## src/rtl/devil_snoop_delay_inj.sv

```systemverilog
// ACE snoop-channel (AC/CR) fault injector: queues snoops in order and answers each on CR,
// delaying filtered snoops with a programmed CRRESP. Optional capture of the last triggered snoop: DEVIL_CAPTURE_EN.
module devil_snoop_delay_inj #(
  parameter int ADDR_W  = 44,
  parameter int N_WIN   = 4,
  parameter int DEPTH   = 8,
  parameter int DELAY_W = 16
) (
  input  logic                    clk,
  input  logic                    reset,
  input  logic                    acvalid,
  output logic                    acready,
  input  logic [ADDR_W-1:0]       acaddr,
  input  logic [3:0]              acsnoop,
  output logic                    crvalid,
  input  logic                    crready,
  output logic [4:0]              crresp,
  input  logic                    cfg_en,
  input  logic                    cfg_mode,
  input  logic [DELAY_W-1:0]      cfg_delay,
  input  logic [4:0]              cfg_crresp,
  input  logic                    cfg_acflt_en,
  input  logic [3:0]              cfg_acsnoop,
  input  logic                    cfg_addrflt_en,
  input  logic [N_WIN-1:0]        cfg_win_en,
  input  logic [N_WIN*ADDR_W-1:0] cfg_win_base,
  input  logic [N_WIN*ADDR_W-1:0] cfg_win_size,
  input  logic                    sts_done_clr,
  output logic                    sts_done,
  output logic                    sts_busy,
  output logic [31:0]             sts_hit_cnt,
  output logic [ADDR_W-1:0]       sts_last_addr,
  output logic [3:0]              sts_last_snoop
);

  localparam int PTR_W = $clog2(DEPTH);
  localparam logic [PTR_W:0] DEPTH_C = (PTR_W+1)'(DEPTH);

  typedef enum logic [1:0] {S_IDLE, S_WAIT, S_RESP} state_t;

  state_t               state, state_nx;
  logic [DELAY_W-1:0]   cnt, cnt_nx;
  logic [PTR_W-1:0]     wr_ptr, rd_ptr, rd_ptr_inc;
  logic [PTR_W:0]       count;
  logic                 mem_trig  [DEPTH];
  logic [4:0]           mem_resp  [DEPTH];
  logic [DELAY_W-1:0]   mem_delay [DEPTH];
  logic                 armed, cfg_en_q;
  logic [N_WIN-1:0]     win_hit;
  logic [ADDR_W:0]      w_base, w_end;
  logic                 typ_ok, addr_ok, trig;
  logic                 push, pop, push_trig, pop_trig;
  logic [DELAY_W-1:0]   ld_delay;

  // Window bounds are widened by one bit so base+size never wraps into low addresses.
  always_comb begin
    win_hit = '0;
    w_base  = '0;
    w_end   = '0;
    for (int unsigned i = 0; i < N_WIN; i++) begin
      w_base = {1'b0, cfg_win_base[i*ADDR_W +: ADDR_W]};
      w_end  = w_base + {1'b0, cfg_win_size[i*ADDR_W +: ADDR_W]};
      win_hit[i] = cfg_win_en[i] && (cfg_win_size[i*ADDR_W +: ADDR_W] != '0) &&
                   (w_base <= {1'b0, acaddr}) && ({1'b0, acaddr} < w_end);
    end
  end

  assign typ_ok    = !cfg_acflt_en || (acsnoop == cfg_acsnoop);
  assign addr_ok   = !cfg_addrflt_en || (|win_hit);
  assign trig      = cfg_en && armed && typ_ok && addr_ok;

  assign acready   = !reset && (count < DEPTH_C);
  assign push      = acvalid && acready;
  assign pop       = (state == S_RESP) && crready;
  assign push_trig = push && trig;
  assign pop_trig  = pop && mem_trig[rd_ptr];
  assign rd_ptr_inc = rd_ptr + PTR_W'(1);

  assign crvalid   = (state == S_RESP);
  assign crresp    = (state == S_RESP) ? mem_resp[rd_ptr] : '0;
  assign sts_busy  = (count != '0) || (state != S_IDLE);

  always_ff @(posedge clk) begin
    if (push) begin
      mem_trig[wr_ptr]  <= trig;
      mem_resp[wr_ptr]  <= trig ? cfg_crresp : '0;
      mem_delay[wr_ptr] <= trig ? cfg_delay : '0;
    end
  end

  always_ff @(posedge clk) begin
    if (reset) begin
      wr_ptr <= '0;
      rd_ptr <= '0;
      count  <= '0;
    end else begin
      if (push) wr_ptr <= wr_ptr + PTR_W'(1);
      if (pop)  rd_ptr <= rd_ptr_inc;
      case ({push, pop})
        2'b10:   count <= count + (PTR_W+1)'(1);
        2'b01:   count <= count - (PTR_W+1)'(1);
        default: count <= count;
      endcase
    end
  end

  // Counter is loaded with delay-1 so a snoop accepted into an empty FIFO shows crvalid 1+delay cycles later.
  always_comb begin
    state_nx = state;
    cnt_nx   = cnt;
    ld_delay = (state == S_RESP) ? mem_delay[rd_ptr_inc] : mem_delay[rd_ptr];
    case (state)
      S_IDLE: begin
        if (count != '0) begin
          if (ld_delay == '0) begin
            state_nx = S_RESP;
          end else begin
            state_nx = S_WAIT;
            cnt_nx   = ld_delay - DELAY_W'(1);
          end
        end
      end
      S_WAIT: begin
        if (cnt == '0) state_nx = S_RESP;
        else           cnt_nx   = cnt - DELAY_W'(1);
      end
      S_RESP: begin
        if (crready) begin
          if (count > (PTR_W+1)'(1)) begin
            if (ld_delay == '0) begin
              state_nx = S_RESP;
            end else begin
              state_nx = S_WAIT;
              cnt_nx   = ld_delay - DELAY_W'(1);
            end
          end else begin
            state_nx = S_IDLE;
          end
        end
      end
      default: state_nx = S_IDLE;
    endcase
  end

  always_ff @(posedge clk) begin
    if (reset) begin
      state <= S_IDLE;
      cnt   <= '0;
    end else begin
      state <= state_nx;
      cnt   <= cnt_nx;
    end
  end

  // One-shot disarms on the first trig push (and again on its pop); disarm beats re-arm in one cycle.
  always_ff @(posedge clk) begin
    if (reset) begin
      armed       <= 1'b1;
      cfg_en_q    <= 1'b0;
      sts_done    <= 1'b0;
      sts_hit_cnt <= '0;
    end else begin
      cfg_en_q <= cfg_en;
      if ((push_trig || pop_trig) && !cfg_mode)      armed <= 1'b0;
      else if (sts_done_clr || (cfg_en && !cfg_en_q)) armed <= 1'b1;
      if (pop_trig)          sts_done <= 1'b1;
      else if (sts_done_clr) sts_done <= 1'b0;
      if (pop_trig && (sts_hit_cnt != '1)) sts_hit_cnt <= sts_hit_cnt + 32'd1;
    end
  end

`ifdef DEVIL_CAPTURE_EN
  always_ff @(posedge clk) begin
    if (reset) begin
      sts_last_addr  <= '0;
      sts_last_snoop <= '0;
    end else if (push_trig) begin
      sts_last_addr  <= acaddr;
      sts_last_snoop <= acsnoop;
    end
  end
`else
  assign sts_last_addr  = '0;
  assign sts_last_snoop = '0;
`endif

endmodule
```

## config.mk

```make
export PLATFORM = sky130hd
export DESIGN_NAME = devil_snoop_delay_inj
export DESIGN_NICKNAME = d
export VERILOG_FILES = /design/src/rtl/devil_snoop_delay_inj.sv
export SDC_FILE = /design/constraint.sdc
export NUM_CORES = 1
export LEC_CHECK = 0
export ABC_AREA = 1
export BUFFER_PORTS_ARGS = -buffer_cell sky130_fd_sc_hd__buf_4
export CORE_MARGIN = 4
export CORE_UTILIZATION = 51
export DETAILED_ROUTE_END_ITERATION = 7
export GPL_ROUTABILITY_DRIVEN = 0
export PLACE_DENSITY = 0.74
export SLEW_MARGIN = 20
export SYNTH_ARGS = -nofsm -noshare
export SYNTH_HDL_FRONTEND = slang
export SYNTH_SLANG_ARGS = --single-unit
```

## constraint.sdc

```tcl
create_clock -name clk -period 11.75 [get_ports clk]
set_input_delay 2.35 -clock clk [delete_from_list [all_inputs] [get_ports clk]]
set_output_delay 2.35 -clock clk [all_outputs]
set_load 0.01 [all_outputs]
```

==> flow_summary.yaml, run 1 <==
clock_network:
  clock_path_buffers: 3
  htree_levels: 1
  clk_pin_slew_worst_paths_ns: 0.07
  clock_latency_ns: 0.54
  cts_tree: "built"
  hold_buffers: 0
  cts_resized: 0
  clock_sinks: 242
  postCtsSetupRepairBufs: 0
  cts_buffers: 24
  cts_root_buf: "clkbuf_16"
floorplan:
  initial_core_util_pct: 51.8
  ios: 527
  die_h_um: 254
  die_area_um2: 64300
  core_um2: 59400
  rows: 89
  die_width_um: 254
yosys:
  synth_area_leaders: "ha_1, edfxtp_1, nand2_1"
  synthArstFlopShare_pct: 0
  synth-seq-cells: 242
  synth_edf_count: 176
  synth_top_cell_by_area: "ha_1"
  avgSynthCellArea_um2: 7.07
  yosysUniqueCellTypes: 63
  synth.top_cell.area_share_pct: 21.7
  netlist_instances: 4352
  ys_seq_area_share_pct: 21.5
  synth_area_um2: 30800
  synth_warnings: 0
  synth_flop_cell: "edfxtp_1"
placed_design:
  dp_hpwl_mm: 93.5
  post_dp_cell_area_um2: 34900
  io_buffers: 478
sta:
  setup_viol: 0
  fmax_mhz: 137
  fin_skew_ns: 0.0142
  drv_slew: 0
  setup_tns_ns: 0
  tightest_slew_ns: 1.06
  post-route-period-util_pct: 61.9
  rsz0062_at_grt: "no"
  hold_violations: 0
  period_minus_slack_ns: 7.27
  maxSlewHeadroom_pct: 29.4
power:
  ir_drop_mv: 0.136
  leakagePower_nw: 17.0
  p_per_area_nw_per_um2: 101
drt:
  first_pass_iters: 6
  drt-wirelength-per-cell_um: 20.2
  vias: 32700
  via_per_inst: 5.83
  wl_mm: 113
  drcViolationCount: 0
  drt_iter0_drc: 2808
  ant_nets: 0
worst_setup_path:
  crit_slowest_cell: "nor2_1"
  reg2reg_slack_ns: 7.94
  critPathMostFrequentCell: "nand3_1"
  cp_max_fo: 22
  cp_top_family: "simple AND/OR/NAND/NOR gates"
  r2r_start: "rd_ptr[0]"
  cp.required_ns: 12.04
  crit_path_max_incr_delay_ns: 0.54
  end_kind: "flop"
  cp.buffers_inverters: 2
  path_class: "in2reg"
  crit_path_start_kind: "primary input"
  ff2ff_path_depth: 18
  cp.arrival_ns: 7.56
  reg2reg_to: "cnt[2]"
finish:
  area_delta_synth_final_pct: 16.1
  layout_common_cells: "nand2_1, a21oi_1, ha_1"
  final_area_um2: 35700
  final_common_cell: "nand2_1"
  nNetsFinal: 5771
  drive_above_1_share_pct: 12.2
global_route:
  grt_usage_pct: 33.2
  grt-ovfl-total: 0
  grt_pass1_wl_mm: 166
  grt_max_degree: 72
  first_global_vias: 30700
  antenna_found_initial: 22
min_path:
  hold_depth: 2
  min_path_type: "reg2reg"
  hold_end: "sts_done"
  holdCritStartpoint: "sts_done"
status:
  status: "finished clean"
job:
  cap_violations: 0
## report_power, final
group	switching (mW)	leakage, nW	internal (mW)
combinational	1.14	14.4	0.683
clock	0.329	0.380	0.458
sequential	0.0309	2.19	0.954
total	1.50	17.0	2.10
## cell usage after synthesis (all sizes together), types with 62 or more instances
| cell | n |
|---|---|
| nand2 | 792 |
| inv | 537 |
| a21oi | 535 |
| ha | 533 |
| nor2 | 450 |
| o21ai | 346 |
| nand3 | 184 |
| edfxtp | 176 |
| buf | 94 |
| xnor2 | 93 |
| xor2 | 91 |
| dfxtp | 66 |
| nand4 | 62 |
| nor3 | 62 |
## worst min-delay path: stages (launching register included)
cell and delay, ns:
dfxtp_1 0.32, nand2_1 0.06, a21oi_1 0.05
## worst max-delay path by stage
stage / slack [ns] / from / cells past startpoint / to
after global placement: 3.77 / cfg_win_base[132] / 28 / mem_delay[0][3]
after detailed placement: 3.67 / cfg_win_base[132] / 28 / mem_delay[6][9]
final: 4.48 / cfg_win_base[132] / 28 / mem_delay[5][12]
after global routing: 4.14 / cfg_win_base[132] / 26 / mem_delay[5][9]
after floorplan: 5.55 / cfg_win_base[132] / 28 / mem_trig[0]
after CTS: 4.22 / cfg_win_base[132] / 28 / mem_delay[6][9]
## routing by layer
| layer | part of all wire [%] | routed length, µm | vias up | track usage (%) |
|---|---|---|---|---|
| met5 | 0.056 | 63 | - | 0 |
| met4 | 6.1 | 6920 | 10 | 19.1 |
| met3 | 9.4 | 10700 | 375 | 5.17 |
| met2 | 47 | 53200 | 1645 | 57.4 |
| met1 | 37 | 42400 | 14700 | 39.2 |
| li1 | - | - | 15900 | - |
## sequential cells by signal (all words and copies together) (netlist names), named ones only
name,count
cfg_en_q,1
state,2
mem_trig,8
count,4
mem_resp,40
cnt,16
rd_ptr,3
mem_delay,128
armed,1
sts_hit_cnt,32
wr_ptr,3
sts_done,1
## stage by stage
step / setup slack, ns / instances / hold slack, ns / util [%] / power, mW
floorplan: 5.55 / 4399 / 0.444 / - / 2.27
global placement: 3.77 / 5543 / 0.455 / 58.7 / 2.76
detailed placement: 3.67 / 5543 / 0.464 / 58.7 / 2.78
CTS: 4.22 / 5587 / 0.477 / 60.1 / 3.57
global route: 4.14 / 5601 / 0.515 / 60.2 / 3.86
finish: 4.48 / 5604 / 0.483 / 60.2 / 3.59
## logic make-up (layout without fill, tap and decap cells)
| kind of cell | Yosys count | in the layout | share of synthesized area (%) |
|---|---|---|---|
| simple gates | 1626 | 1626 | 22.4 |
| compound gates | 1103 | 1103 | 19.8 |
| flops | 242 | 242 | 21.5 |
| other cells | 1 | 65 | 0.0122 |
| fa+ha+maj | 537 | 537 | 21.9 |
| xor+xnor | 184 | 184 | 5.26 |
| buf+inv | 659 | 1074 | 9.10 |
## area by class of cell
class                   instances  area [µm²]
diodes                         17        42.5
clock buffers                  28         637
clock inverters                16         178
fillers                      5572       23600
inverters                     539        2020
multi-input cells            3498       21600
flip-flops and latches        242        6610
well taps                     773         967
repair buffers                491        3690
No activity file was read; power rests on OpenSTA's default activity.
==> run 2, diff against run 1 <==
- PLACE_DENSITY: 0.74 -> 0.76
- clock period: 11.75 -> 6.5 ns (I/O delays scaled with it)
==> run 2 against run 1 <==
- hold slack worse by 0.016 ns
- die area unchanged
- first-iteration DRC count is 1.7% lower
- worst setup slack worse by 3.9 ns
- flip-flop and latch count unchanged
- clock power grew 84%
- non-clock buffer count up 8
- utilization rose by 0.18 points
- total power rose by 82%
- highest routed layer unchanged
==> flow_summary.yaml, run 2 (synthesized netlist as in run 1, its figures left out) <==
status:
  status: "finished clean"
drt:
  drt-wirelength-per-cell_um: 20.2
  drt_iter0_drc: 2759
  vias: 33000
  first_pass_iters: 6
  drcViolationCount: 0
  wl_mm: 114
  ant_nets: 0
  via_per_inst: 5.86
worst_setup_path:
  crit_path_max_incr_delay_ns: 0.40
  cp_max_fo: 22
  path_class: "in2reg"
  crit_path_start_kind: "primary input"
  crit_slowest_cell: "fa_1"
  end_kind: "flop"
  critPathMostFrequentCell: "nand3_1"
  cp.required_ns: 6.78
  cp.arrival_ns: 6.20
  ff2ff_path_depth: 15
floorplan:
  core_um2: 59400
  die_area_um2: 64300
  die_width_um: 254
  die_h_um: 254
  initial_core_util_pct: 51.8
  ios: 527
  rows: 89
finish:
  largest_reg_flops: 128
  drive_above_1_share_pct: 12.2
  layout_common_cells: "nand2_1, a21oi_1, ha_1"
  largestRegisters: "mem_delay (128), mem_resp (40), sts_hit_cnt (32)"
  utilization_pct: 60.4
  largest-register: "mem_delay"
  area_delta_synth_final_pct: 16.5
  final_area_um2: 35800
  nNetsFinal: 5779
  final_common_cell: "nand2_1"
power:
  p_clk_share_pct: 22.2
  p_seq_share_pct: 27.1
  power_mw: 6.53
  power.switching_mw: 2.70
  swShare_pct: 41.2
  pwr-share-comb_pct: 50.7
  ir_drop_mv: 0.271
  internal_power_mw: 3.84
  p_per_area_nw_per_um2: 182
  leakagePower_nw: 17.1
sta:
  tightest_slew_ns: 1.09
  hold_violations: 0
  setup_viol: 0
  setup_tns_ns: 0
  fin_skew_ns: 0.0127
  drv_slew: 0
  fmax_mhz: 169
  maxSlewHeadroom_pct: 26.6
  period_minus_slack_ns: 5.92
  post-route-period-util_pct: 91.1
  rsz0062_at_grt: "no"
  holdWs_ns: 0.467
clock_network:
  postCtsSetupRepairBufs: 0
  cts_root_buf: "clkbuf_16"
  cts_buffers: 24
  cts_tree: "built"
  clock_latency_ns: 0.53
  clock_sinks: 242
  hold_buffers: 0
  cts_resized: 0
  clock_path_buffers: 3
  clk_pin_slew_worst_paths_ns: 0.06
  htree_levels: 1
placed_design:
  post_dp_cell_area_um2: 34900
  dp_hpwl_mm: 94.3
  io_buffers: 478
global_route:
  antenna_found_initial: 36
  first_global_vias: 31100
  grt_max_degree: 70
  grt_usage_pct: 33.3
  grt_pass1_wl_mm: 167
  grt-ovfl-total: 0
job:
  cap_violations: 0
min_path:
  min_path_type: "reg2reg"
  hold_depth: 2
[run 2: final timing paths]
path / startpoint / to / slack [ns]
hold / removal: sts_done / sts_done / 0.47
setup / recovery: cfg_win_base[132] / mem_delay[5][11] / 0.58
hold reg to reg: sts_done / sts_done / 0.47
setup reg to reg: rd_ptr[0] / cnt[8] / 2.88
[run 2: final cells by class]
cell class / instances / area (µm²)
Tap cell: 773 / 967
Fill cell: 5558 / 23500
Timing Repair Buffer: 499 / 3760
Inverter: 539 / 2020
Antenna cell: 37 / 92.6
Multi-Input combinational cell: 3498 / 21500
Sequential cell: 242 / 6610
Clock buffer: 28 / 647
Clock inverter: 15 / 186
[run 2: worst max-delay path, delay by kind of cell]
family	cells	cell delay (ns)
AOI/OAI and AO/OA	9	1.69
xor gates and xnor gates	1	0.12
adders and majority gates	3	0.83
buffers and inverters	3	0.38
and+or+nand+nor	13	1.85
[run 2: per-layer routing]
metal / routed length [µm] / vias to the layer above / GRT usage (%)
met5: 127 / - / 1.13
li1: - / 15900 / -
met1: 40900 / 15000 / 39.2
met3: 12300 / 406 / 5.92
met2: 53000 / 1678 / 56.8
met4: 7710 / 8 / 20.0
[run 2: power by group through the flow]
| stage | logic [mW] | clock network, mW | registers [mW] |
|---|---|---|---|
| detailed placement | 3.23 | 0 | 1.80 |
| finish | 3.31 | 1.45 | 1.77 |
| floorplan | 2.31 | 0 | 1.79 |
| global route | 3.69 | 1.53 | 1.78 |
| global placement | 3.18 | 0 | 1.80 |
| CTS | 3.25 | 1.47 | 1.77 |
[run 2: per-stage QoR]
| stage | worst slack [ns] | instances |
|---|---|---|
| after floorplan | 1.35 | 4399 |
| final | 0.580 | 5631 |
| after CTS | 0.746 | 5594 |
| after detailed placement | 0.215 | 5551 |
| after global routing | 0.294 | 5620 |
| after global placement | 0.382 | 5551 |
